--- config.mk ---
export PLATFORM = sky130hd
export DESIGN_NAME = ram_bitmask_req_ctrl
export DESIGN_NICKNAME = d
export VERILOG_FILES = /design/src/rtl/ram_bitmask_req_ctrl.sv
export SDC_FILE = /design/constraint.sdc
export NUM_CORES = 1
export LEC_CHECK = 0
export ABC_CLOCK_PERIOD_IN_PS = 7800
export CORE_ASPECT_RATIO = 0.8
export CORE_MARGIN = 2
export CORE_UTILIZATION = 30
export CTS_BUF_LIST = sky130_fd_sc_hd__clkbuf_8
export DETAILED_ROUTE_END_ITERATION = 12
export PLACE_DENSITY = 0.78
export RECOVER_POWER = 50
export SYNTH_ARGS = -nofsm -noshare
export SYNTH_HDL_FRONTEND = slang
export SYNTH_SLANG_ARGS = --single-unit
export TNS_END_PERCENT = 100
--- constraint.sdc ---
create_clock -name clock -period 7.8 [get_ports clock]
set_clock_uncertainty 0.05 [all_clocks]
set_input_delay 1.56 -clock clock [delete_from_list [all_inputs] [get_ports clock]]
set_output_delay 1.56 -clock clock [all_outputs]
set_load 0.03 [all_outputs]
--- src/rtl/ram_bitmask_req_ctrl.sv ---
// ram_bitmask_req_ctrl
//   Initiator-side controller for one port of the bitmask dual-port RAM.
//   In-order read/write requests arrive on a valid/ready channel and are
//   forwarded combinationally to the RAM port. The RAM's 1-cycle registered
//   read data is either bypassed straight to the response channel or parked
//   in a small response FIFO. Requests are only accepted while a FIFO slot is
//   guaranteed, so read data is never lost under response backpressure.
//
// Ports
//   clock, reset             rising-edge clock, synchronous active-high reset
//   req_valid/req_ready      request handshake
//   req_write                1 = write, 0 = read
//   req_addr/data/mask       word address, write data, per-bit write enable
//   rsp_valid/rsp_ready      read response handshake
//   rsp_data                 read data (0 when nothing is pending)
//   ram_cen/wen/bwen/addr/din  RAM port controls
//   ram_dout                 RAM registered read data
//   rd_pending               reads in flight plus entries held in the FIFO
module ram_bitmask_req_ctrl #(
   parameter int unsigned DATA_WIDTH = 32,
   parameter int unsigned DEPTH      = 16,
   parameter int unsigned RSP_DEPTH  = 2,
   localparam int unsigned ADDR_WIDTH = $clog2(DEPTH),
   localparam int unsigned CNT_WIDTH  = $clog2(RSP_DEPTH + 1)
) (
   input  logic                  clock,
   input  logic                  reset,
   input  logic                  req_valid,
   output logic                  req_ready,
   input  logic                  req_write,
   input  logic [ADDR_WIDTH-1:0] req_addr,
   input  logic [DATA_WIDTH-1:0] req_data,
   input  logic [DATA_WIDTH-1:0] req_mask,
   output logic                  rsp_valid,
   input  logic                  rsp_ready,
   output logic [DATA_WIDTH-1:0] rsp_data,
   output logic                  ram_cen,
   output logic                  ram_wen,
   output logic [DATA_WIDTH-1:0] ram_bwen,
   output logic [ADDR_WIDTH-1:0] ram_addr,
   output logic [DATA_WIDTH-1:0] ram_din,
   input  logic [DATA_WIDTH-1:0] ram_dout,
   output logic [CNT_WIDTH-1:0]  rd_pending
);

   localparam int unsigned PTR_WIDTH = (RSP_DEPTH > 1) ? $clog2(RSP_DEPTH) : 1;
   localparam int unsigned PTR_LAST_I = RSP_DEPTH - 1;
   localparam logic [PTR_WIDTH-1:0] PTR_LAST = PTR_LAST_I[PTR_WIDTH-1:0];
   localparam logic [CNT_WIDTH:0] RSP_DEPTH_C = RSP_DEPTH[CNT_WIDTH:0];

   logic                  inflight_q, inflight_d;
   logic [DATA_WIDTH-1:0] fifo_q [RSP_DEPTH];
   logic [PTR_WIDTH-1:0]  rd_ptr_q, rd_ptr_d;
   logic [PTR_WIDTH-1:0]  wr_ptr_q, wr_ptr_d;
   logic [CNT_WIDTH-1:0]  count_q, count_d;

   logic                  accept;
   logic                  fifo_empty;
   logic                  push, pop;
   logic [CNT_WIDTH:0]    used;

   function automatic logic [PTR_WIDTH-1:0] ptr_inc(input logic [PTR_WIDTH-1:0] p);
      return (p == PTR_LAST) ? '0 : p + PTR_WIDTH'(1);
   endfunction

   // A slot is reserved for every read in flight, so the FIFO can never
   // overflow. Writes also wait for credit to keep strict request order.
   assign used       = {1'b0, count_q} + (CNT_WIDTH + 1)'(inflight_q);
   assign req_ready  = !reset && (used < RSP_DEPTH_C);
   assign accept     = req_valid && req_ready;
   assign fifo_empty = (count_q == '0);

   // Issue path: zero added latency, data/mask zeroed when idle.
   assign ram_cen  = accept;
   assign ram_wen  = accept && req_write;
   assign ram_addr = req_addr;
   assign ram_bwen = accept ? req_mask : '0;
   assign ram_din  = accept ? req_data : '0;

   assign inflight_d = accept && !req_write;
   assign rd_pending = count_q + CNT_WIDTH'(inflight_q);

   // With an empty FIFO the returning read word is presented directly and
   // only stored if the consumer stalls; otherwise it queues behind the head.
   always_comb begin
      push = 1'b0;
      pop  = 1'b0;
      if (inflight_q) begin
         if (fifo_empty) begin
            push = !rsp_ready;
         end else begin
            push = 1'b1;
            pop  = rsp_ready;
         end
      end else begin
         pop = !fifo_empty && rsp_ready;
      end
   end

   assign rsp_valid = !reset && (!fifo_empty || inflight_q);

   always_comb begin
      rsp_data = '0;
      if (!fifo_empty) begin
         rsp_data = fifo_q[rd_ptr_q];
      end else if (inflight_q) begin
         rsp_data = ram_dout;
      end
   end

   always_comb begin
      rd_ptr_d = rd_ptr_q;
      wr_ptr_d = wr_ptr_q;
      count_d  = count_q;
      if (push) begin
         wr_ptr_d = ptr_inc(wr_ptr_q);
      end
      if (pop) begin
         rd_ptr_d = ptr_inc(rd_ptr_q);
      end
      if (push && !pop) begin
         count_d = count_q + CNT_WIDTH'(1);
      end else if (pop && !push) begin
         count_d = count_q - CNT_WIDTH'(1);
      end
   end

   always_ff @(posedge clock) begin
      if (reset) begin
         inflight_q <= 1'b0;
         rd_ptr_q   <= '0;
         wr_ptr_q   <= '0;
         count_q    <= '0;
      end else begin
         inflight_q <= inflight_d;
         rd_ptr_q   <= rd_ptr_d;
         wr_ptr_q   <= wr_ptr_d;
         count_q    <= count_d;
      end
   end

   // Storage needs no reset: entries are only read while count_q says valid.
   always_ff @(posedge clock) begin
      if (!reset && push) begin
         fifo_q[wr_ptr_q] <= ram_dout;
      end
   end

endmodule

**Word-level counts from Yosys, hierarchy flattened**

Memory sizes are Yosys's and may differ from the RTL's. A register that Yosys moved wholly into a read port is not among the register bits.
Cells that the tools add are included.

- $lt $le $gt $ge: 1
- Multiplexer cells: 16
- Add/sub/neg operators: 6
- Reductions and logical operators: 18

Operator list:

| kind | count |
|---|---|
| $mux 32 | 4 |
| $mux 1 | 10 |
| $logic_and 1x1->1 | 9 |
| $logic_not 1->1 | 6 |
| $mux 2 | 2 |
| $add 2x1->3 | 1 |
| $lt 3x2->1 const B | 1 |
| $add 1x1->1 const B | 2 |
| $add 2x1->2 | 1 |
| $add 2x1->2 const B | 1 |
| $logic_not 2->1 | 1 |
| $reduce_bool 2->1 | 1 |
| $sub 2x1->2 const B | 1 |
| $logic_or 1x1->1 | 1 |

- Output and inout bits: 106
- Memory bits (writable): 64
- Bits of input ports: 105
- Bits in registers: 5
- Memories kept: 1

Memories:

| memory | depth | width | rd ports | clocked after Yosys merged registers in | wr ports | RTL line | source |
|---|---|---|---|---|---|---|---|
| fifo_q | 2 | 32 | 1 | 1 | 1 | 52 | `logic [DATA_WIDTH-1:0] fifo_q [RSP_DEPTH];` |

**Logic depth before layout (Yosys ltp)**

- Depth in word-level cells: 7
- Depth in mapped cells: 7
- Mapped depth without buffers: 6

**Worst setup path after synthesis**

OpenSTA, ideal clock, no wires.

- Path kind: in2reg
- From: input port rsp_ready
- To: memory fifo_q[1][0], enable pin
- Cell stages on the path: 2
- Slack: 3.127 ns
- Required time: 7.282 ns
- Arrival: 4.156 ns
- Cell sequence: a21bo_4 > nor3b_1

- Word-level cells in the longest chain between the ends: 6

RTL lines:

| element | RTL line | source |
|---|---|---|
| from (decl) | 35 | `input logic rsp_ready,` |
| $logic_not 1->1 | 90 | `push = !rsp_ready;` |
| $mux 1 | 89 | `if (fifo_empty) begin` |
| $mux 1 | 88 | `if (inflight_q) begin` |
| $logic_and 1x1->1 | 144 | `if (!reset && push) begin` |
| $mux 1 | 144 |  |
| $mux 1 (not written as such) | 145 | `fifo_q[wr_ptr_q] <= ram_dout;` |
| to (decl) | 52 |  |

Every way passes these cells.

**Final worst setup path**

- From: input port reset
- To: output port ram_bwen[0]

- Word-level cells in the longest chain between the ends: 4

RTL lines:

| element | RTL line | source |
|---|---|---|
| from (decl) | 27 | `input logic reset,` |
| $logic_not 1->1 | 69 | `assign req_ready = !reset && (used < RSP_DEPTH_C);` |
| $logic_and 1x1->1 | 69 |  |
| $logic_and 1x1->1 | 70 | `assign accept = req_valid && req_ready;` |
| $mux 32 | 77 | `assign ram_bwen = accept ? req_mask : '0;` |
| to (decl) | 39 | `output logic [DATA_WIDTH-1:0] ram_bwen,` |

Every way passes these cells.

==> results.toml <==
[clock_tree]
tritoncts = "built"
cts_sinks = 70
ctsRootBufferMaster = "clkbuf_8"
holdBufCountCts = 0
clk_pin_slew_worst_paths_ns = 0.08
cts.repair.resized = 0
cts_max_level = 3
post_cts_buffers = 0
clk_latency_ns = 0.33
cts_buffers = 9
cts_max_path_buffers = 2

[critical_path]
r2r_cells = 4
reg2reg_to = "fifo_q[1][29]"
worstSetupEndpointType = "output pin"
cp.required_ns = 6.19
max_stage_delay_ns = 0.93
worst_ep_arrival_time_ns = 4.16
critical_path.cell_chain = "clkdlybuf4s50_1 > nor2b_4 > and3_1 > clkdlybuf4s50_1"
critPathSlowestCell = "nor2b_4"
r2r_setup_slack_ns = 3.95
startpoint = "reset"
start_kind = "input port"
crit_buf_inv = 2
path_max_fanout = 67
rr_startpoint = "count_q[0]"
critPathKind = "input port to output pin"
crit_top_cell = "clkdlybuf4s50_1"
critPathTopFamily = "buffers and inverters"

[sta]
tns_ns = 0
slew_headroom_pct = -62.0
setup_viol = 0
slew_viol_final = 17
rsz0062_at_grt = "no"
finalCritPeriodShare_pct = 74.0
hold_viol = 0
worst_slew_pin_slew_ns = 2.42
fmax_ghz = 0.173
period_needed_ns = 5.77

[flow_run]
drv_cap = 1

[outcome]
violations = "max-capacitance violations, max-slew violations"
status = "finished, violations left"

[die]
core_um2 = 11400
die_w_um = 124
io_pins = 211
start_util_pct = 30.4
row_count = 35
dieArea_um2 = 12400
die_y_um = 100

[hold_path]
min_path_type = "flop to flop"
worstHoldStart = "rd_ptr_q"
whs_endpoint = "rd_ptr_q"
min_path_cells = 2

[final_layout]
nFillCells = 1012
drive_gt1_share_pct = 4.55
diodes = 0
fin_util_pct = 50.1
final_common_cell = "clkdlybuf4s50_1"
final_cell_mix = "clkdlybuf4s50_1 (169), and3_1 (65), edfxtp_1 (64)"
fin_nets = 586
syn_to_final_growth_pct = 64.6

[power_and_ir_drop]
leakage_uw = 0.00208
peakVddDrop_v = 0.0000703
power_density_nw_per_um2 = 150

[global_routing]
grt-ovfl-total = 0
grt_usage_pct = 20.0
grt_max_degree = 68
grt_pass1_vias = 3089
grt_pass1_wl_mm = 18.1
antenna_found_initial = 0

[logic_synthesis]
synth_top_area_share_pct = 55.5
synthesis.nets = 402
synth_cell_types = 29
ys_seq_area_share_pct = 59.0
syn_area_um2 = 3460
yosys_warnings = 0
synth.area.top_cells = "edfxtp_1 (55%), and3_1 (12%), mux2i_1 (9.5%)"
syn_avg_cell_area_um2 = 11.7
netlist_instances = 295
yosysTopAreaCell = "edfxtp_1"
ys_seq_elements = 70

[place]
hpwl_mm = 9.06
portBuffers = 202
gp_congestion = 0.866

[routing]
num_vias = 3049
drt-total-wl_mm = 12.4
first_pass_iters = 4
drc = 0
ant_nets = 0
wire_per_inst_um = 19.6
drt_iter0_markers = 153
routed_via_density = 4.83
-- synth_stat cells --
cell type / instances
and3_1: 65
edfxtp_1: 64
mux2i_1: 33
o21ai_0: 33
nand3_1: 32
clkbuf_1: 15
buf_2: 10
dfxtp_1: 6
nor2_1: 5
buf_4: 4
clkbuf_2: 3
nor2b_1: 3
nor3_1: 3
ha_1: 2
inv_1: 2
xor2_1: 2
a21bo_4: 1
a21oi_1: 1
a221oi_1: 1
and2_1: 1
buf_1: 1
buf_6: 1
mux2_4: 1
nand2_1: 1
nand2b_1: 1
nor2_2: 1
nor2b_2: 1
nor3b_1: 1
or2_0: 1
-- sequential cells by signal (all words and copies together), names as in the netlist, named ones only --
| name | cells |
|---|---|
| inflight_q | 1 |
| wr_ptr_q | 1 |
| fifo_q | 64 |
| count_q | 2 |
| rd_ptr_q | 1 |
-- cells by family after synthesis --
family / Yosys count / share of synthesized area [%]
AOI/OAI and AO/OA: 36 / 5.64
xor gates and xnor gates: 2 / 0.506
and+or+nand+nor: 115 / 19.2
DFF: 70 / 59.0
buffers and inverters: 36 / 5.02
muxes: 34 / 9.97
adders and majority gates: 2 / 0.722
-- cell type report --
class                           count  area (um2)  area share, %
Inverter                            2        7.51          0.132
Clock inverter                      6        38.8          0.680
Timing Repair Buffer              207        2050           36.0
Tap cell                          148         185           3.25
Sequential cell                    70        2040           35.8
Clock buffer                        9         124           2.17
Multi-Input combinational cell    189        1250           21.9
-- through the flow --
stage / instances / hold WS (ns) / power [uW] / setup slack (ns) / area, um2
3_3_place_gp: 616 / 0.447 / 614 / 2.08 / 5560
6_report: 631 / 0.469 / 854 / 2.03 / 5700
3_5_place_dp: 616 / 0.451 / 615 / 2.06 / 5560
5_1_grt: 631 / 0.526 / 891 / 1.93 / 5700
2_1_floorplan: 295 / 0.422 / 512 / 3.13 / 3460
4_1_cts: 631 / 0.472 / 872 / 2.05 / 5730
-- metal layers --
metal,GRT usage [%],share of wire [%]
met5,0,0
met4,5.19,1.8
met3,6.08,7.3
met2,34.5,50
met1,24.3,41
-- tightest hold or removal path: cells and delay by family, from the launching register on --
kind / cells / cell delay [ns]
flops: 1 / 0.33
xor+xnor: 1 / 0.08
simple gates: 1 / 0.08
-- worst max-delay path by stage --
stage               depth (start not counted)           end
finish                                      4   ram_bwen[0]
global route                                4   ram_bwen[0]
CTS                                         4   ram_bwen[0]
detailed placement                          4   ram_bwen[0]
global placement                            4   ram_bwen[0]
floorplan                                   2  fifo_q[1][0]
-- where the power goes --
group | switching (uW) | internal (uW)
Clock | 138 | 113
Sequential | 3.94 | 412
Combinational | 94.8 | 92.3
(Power assumes the default switching activity.)
==> RTL change 1, RTL diff (same settings) <==
The parameter `RSP_DEPTH` goes from 2 to 4.
--- a/src/rtl/ram_bitmask_req_ctrl.sv
+++ b/src/rtl/ram_bitmask_req_ctrl.sv
@@ -19,7 +19,7 @@
 module ram_bitmask_req_ctrl #(
    parameter int unsigned DATA_WIDTH = 32,
    parameter int unsigned DEPTH      = 16,
-   parameter int unsigned RSP_DEPTH  = 2,
+   parameter int unsigned RSP_DEPTH  = 4,
    localparam int unsigned ADDR_WIDTH = $clog2(DEPTH),
    localparam int unsigned CNT_WIDTH  = $clog2(RSP_DEPTH + 1)
 ) (
Ports: changed (resized rd_pending); port bits go from 211 to 212. No check against the original RTL was run, so the function may have changed too.
==> RTL change 1 against the original RTL <==
- the run still ends with capacitance limit, slew limit left
- sequential power up 100%
- global-route usage down 4.7 points
- total power rose to 2.7 times the old value
- critical path depth unchanged
- area after synthesis up 88%
- register-to-register slack better by 0.24 ns
- setup slack better by 0.16 ns
- cell area up 60%
- maximum frequency up 2.9%
- sequential cell count up 68
- routed wire length up 40%
- combinational power rose to 4.5 times the old value
- largest cell class is now registers
==> RTL change 1: results (changes against the original RTL) <==
[run_status]
status = complete, but fails checks
violations = capacitance limit, slew limit

[power]
cellLeakagePower_nw = 2.93  ; +41%
internal-power_mw = 1.50  ; +140%
ir_drop_v = 0.000108  ; +53%

[setup_path]
crit_fanout = 25  ; -63%
worst_path_slowest_cell = dlygate4sd3_1
arrival_ns = 4.00  ; -0.16 ns
critical_path.top_delay_family = buffers and inverters
crit_path_max_incr_delay_ns = 1.04  ; +0.11 ns

[grt]
gr-usage-all-layers_pct = 15.3  ; -4.7 points
grt_antenna_before_repair = 1  ; +1
first_global_vias = 4639  ; +50%
grt_max_degree = 66  ; -2.9%
grt_first_pass_wirelength_mm = 26.3  ; +45%

[synthesis]
yosys_warnings = 0  ; unchanged
number_of_synthesized_flops_with_an_enable_pin = 128  ; +100%
syn_nets = 543  ; +35%
post_synth_main_area_contributors = edfxtp_1 59%, mux4_2 11%, nor4bb_1 6.8%
synth.avg_cell_area_um2 = 15.1  ; +29%
synth.lib_cells_used.distinct = 37  ; +28%
netlist_top_cells_count = 128 x edfxtp_1, 68 x nand2_1, 44 x nor4bb_1, 33 x o21ai_0, 32 x mux4_2
synth_top_area_share_pct = 59.2  ; +3.7 points
synth-seq-area-share_pct = 62.2  ; +3.3 points

[drt]
routed_wirelength_mm = 17.3  ; +40%
drc_violation_total_after_the_first_tritonroute_iteration = 281  ; +84%
detail_route.vias_per_cell = 4.93  ; +1.9%

[layout]
biggestRegsByFlops = fifo_q: 128 flops, count_q: 3 flops
fill_cells = 1966  ; +94%
final_layout_size_suffix_gt1_share_pct = 15.8  ; +11 points
multi_input_comb_area_mm2 = 0.00222  ; +78%
layout.nets = 727  ; +24%

[clock_tree]
numCtsBuffers = 17  ; +8
cts_htree_levels = 4  ; +1
clock_insertion_delay_worst_skew_ns = 0.43  ; +0.10 ns
cts-root-to-sink-buffers = 2  ; unchanged

[place]
buffer_ports.inserted = 203  ; +0.50%
placedInstanceArea_mm2 = 0.00871  ; +57%
place.gp.congestion = 0.751  ; -13%
detailedPlacementHpwl_mm = 11.3  ; +25%

[sta]
timing.final.max_slew_violations = 66  ; +49
worst_slew_pin_slew_ns = 2.48  ; +0.0511 ns

[job]
drv_cap = 2  ; +1

==> RTL change 1: cell count changes after synthesis, moves of 21 or more <==
cell,delta
and3_1,-65
mux4_2,+32
edfxtp_1,+64
nand2_1,+67
nor4bb_1,+44
nand3_1,-30
mux2i_1,-33
and4bb_2,+21
==> RTL change 1: worst register-to-register path, stage by stage (launching register included) <==
cell     delay [ns]
dfxtp_2        0.94
and3b_1        0.34
and2_0         1.83
==> RTL change 1: stage by stage <==
step                setup slack [ns]  std cells  total power [mW]
floorplan                       3.25        430              1.41
global placement                2.35        870              1.72
detailed placement              2.33        870              1.73
CTS                             2.31        902              2.33
global route                    2.06        902              2.40
finish                          2.19        902              2.29
==> RTL change 1: power by group through the flow <==
| stage | clock network, mW | logic [mW] | registers, mW |
|---|---|---|---|
| floorplan | 0 | 0.560 | 0.849 |
| global placement | 0 | 0.856 | 0.866 |
| detailed placement | 0 | 0.859 | 0.867 |
| CTS | 0.614 | 0.863 | 0.851 |
| global route | 0.638 | 0.910 | 0.854 |
| finish | 0.594 | 0.848 | 0.850 |
==> RTL change 1: cell families after synthesis <==
logic type               share of synthesized area (%)
AO/OA/AOI/OAI                                     3.79
flip-flops                                        62.2
XOR/XNOR                                         0.270
AND/OR/NAND/NOR                                   17.3
adder cells (fa/ha/maj)                           1.66
buffers and inverters                             3.68
multiplexers                                      11.1
==> RTL change 1: area by class of cell <==
class                           count  area share, %
Sequential cell                   138           44.4
Multi-Input combinational cell    244           24.4
Timing Repair Buffer              210           22.8
Tap cell                          275           3.78
Clock buffer                       17           2.57
Clock inverter                     15           1.92
Inverter                            3          0.124
==> RTL change 1: path summary, 6_finish.rpt <==
check	startpoint	slack, ns	cells after the start	endpoint
max	req_valid	2.19	4	ram_bwen[25]
min	rd_ptr_q[1]	0.44	2	flip-flop
max reg2reg	inflight_q	4.19	2	fifo_q[2][26]
min reg2reg	rd_ptr_q[1]	0.44	2	flip-flop
==> RTL change 1: metal layers <==
layer  up-vias  global-route usage (%)  part of all wire [%]
met4         0                    2.73                  0.57
met1      2193                    18.6                    42
met2       185                    26.7                    51
met5         -                       0                     0
li1       2055                       -                     -
met3        10                    5.40                   6.8
==> RTL change 2, RTL diff (config.mk and constraints unchanged) <==
Made on the original files. Make the reset (`reset`) asynchronous in one clocked block. Comments in the files are not updated.
--- a/src/rtl/ram_bitmask_req_ctrl.sv
+++ b/src/rtl/ram_bitmask_req_ctrl.sv
@@ -125,7 +125,7 @@
       end
    end
 
-   always_ff @(posedge clock) begin
+   always_ff @(posedge clock or posedge reset) begin
       if (reset) begin
          inflight_q <= 1'b0;
          rd_ptr_q   <= '0;
Behaviour: differs if reset is asserted again (counterexample within 4 cycles, from zero or initial values and one cycle with reset high); with reset held inactive, the same outputs for 10 cycles.
==> RTL change 2 against the original RTL <==
- the run still ends with capacitance limit, slew limit left
- sequential cell count fell by 1
- synthesized cell count down 2.0%
- highest routed layer unchanged
- area after synthesis down 0.25%
- count of clock-buffer cells in the layout stayed put
- setup slack better by 0.43 ns
- critical endpoint is now ram_cen
- cell count decreased by 0.48%
- global-route usage fell by 3.2 points
- cell area rose by 1.2%
- routed wire length fell by 16%
Power is not compared: it rests on default switching activity, and its combinational part moved more than twofold at a synthesized area within 25%.
==> RTL change 2: results (changes against the original RTL) <==
[layout]
fill_cells = 1017  ; +0.49%
bufAreaShareNonClock_pct = 35.7  ; -0.30 points
inverters_excl_clock = 3  ; +1
n_all_buffers = 208  ; +0.48%
final_layout_size_suffix_gt1_share_pct = 4.79  ; +0.24 points
multi_input_comb_area_mm2 = 0.00123  ; -1.8%
layout.nets = 582  ; -0.68%
layout.cell_area.non_filler_mm2 = 0.00577  ; +1.2%
layout.comb_gates.multi_input = 184  ; -2.6%
clkCellAreaFrac_pct = 4.12  ; +1.3 points
final_cell_count_no_fill = 628  ; -0.48%
seqCellArea_mm2 = 0.00205  ; +0.24%

[grt]
met3_usage_pct = 6.88  ; +0.80 points
grt_first_pass_wirelength_mm = 15.7  ; -14%
first_global_vias = 3062  ; -0.87%
use_met1_pct = 18.1  ; -6.2 points
gr-usage-met2_pct = 30.1  ; -4.4 points
gr-usage-all-layers_pct = 16.8  ; -3.2 points

[synthesis]
netlist_top_cells_count = 65 x and3_1, 64 x edfxtp_1, 33 x o21ai_0, 32 x mux2i_1, 32 x nand3_1
synth-seq-area-share_pct = 59.3  ; +0.29 points
synth_xor_xnor_area_share_pct = 0.507  ; +0.0013 points
postSynth.asyncResetShare_pct = 7.25  ; +7.2 points
syn_nets = 396  ; -1.5%
post_synth_main_area_contributors = edfxtp_1 56%, and3_1 12%, mux2i_1 9.3%
yosys.area_share.adder_pct = 0.724  ; +0.0018 points
synth.lib_cells_used.distinct = 31  ; +6.9%
synth.mux.area_fraction_pct = 9.60  ; -0.37 points
postSynthCellCount = 289  ; -2.0%
synth_compound_area_share_pct = 5.83  ; +0.20 points

[place]
place.detailed.instances = 612  ; -0.65%
placedInstanceArea_mm2 = 0.00555  ; -0.20%
place.gp.congestion = 0.786  ; -9.3%
place_ws_ns = 2.56  ; +0.505 ns

[job]
drv_cap = 2  ; +1

[drt]
dr_wl_met3_um = 823  ; -8.4%
detail_route.wirelength.met1_mm = 4.13  ; -18%
routedWlPerCell_um = 16.6  ; -15%
drc_violation_total_after_the_first_tritonroute_iteration = 159  ; +3.9%
routed-via-count = 2972  ; -2.5%
met2_length_mm = 5.26  ; -15%

[run_status]
violations = capacitance limit, slew limit
status = complete, but fails checks

[sta]
slew_headroom_pct = -32.8  ; +29 points
timing.final.max_slew_violations = 66  ; +49

[setup_path]
arrival_ns = 3.73  ; -0.43 ns
worst_path_slowest_cell = clkdlybuf4s50_1
crit_path_max_incr_delay_ns = 0.69  ; -0.24 ns

[power]
ir_drop_v = 0.000101

[RTL change 2: cell count changes in the layout (fill, tap and decap cells not counted), sizes merged, moves of 3 or more]
| cell | delta |
|---|---|
| dfxtp | -6 |
| dfrtp | +5 |
| bufinv | +3 |
| nor2 | -3 |
[RTL change 2: worst paths after layout]
kind / slack, ns / endpoint / start / cells past startpoint
worst min-delay path: 0.49 / wr_ptr_q / wr_ptr_q / 1
max in group asynchronous: 5.85 / rd_ptr_q / reset / 2
worst min register to register: 0.49 / wr_ptr_q / wr_ptr_q / 1
worst max register to register: 4.63 / fifo_q[1][16] / inflight_q / 4
worst max-delay path: 2.46 / ram_cen / reset / 5
min in group asynchronous: 1.65 / inflight_q / reset / 2
[RTL change 2: power by group]
group	switching [mW]	internal, mW	total [mW]
Clock	0.133	0.211	0.344
Combinational	0.319	0.266	0.585
Sequential	0.0574	0.423	0.480
Total	0.510	0.900	1.41
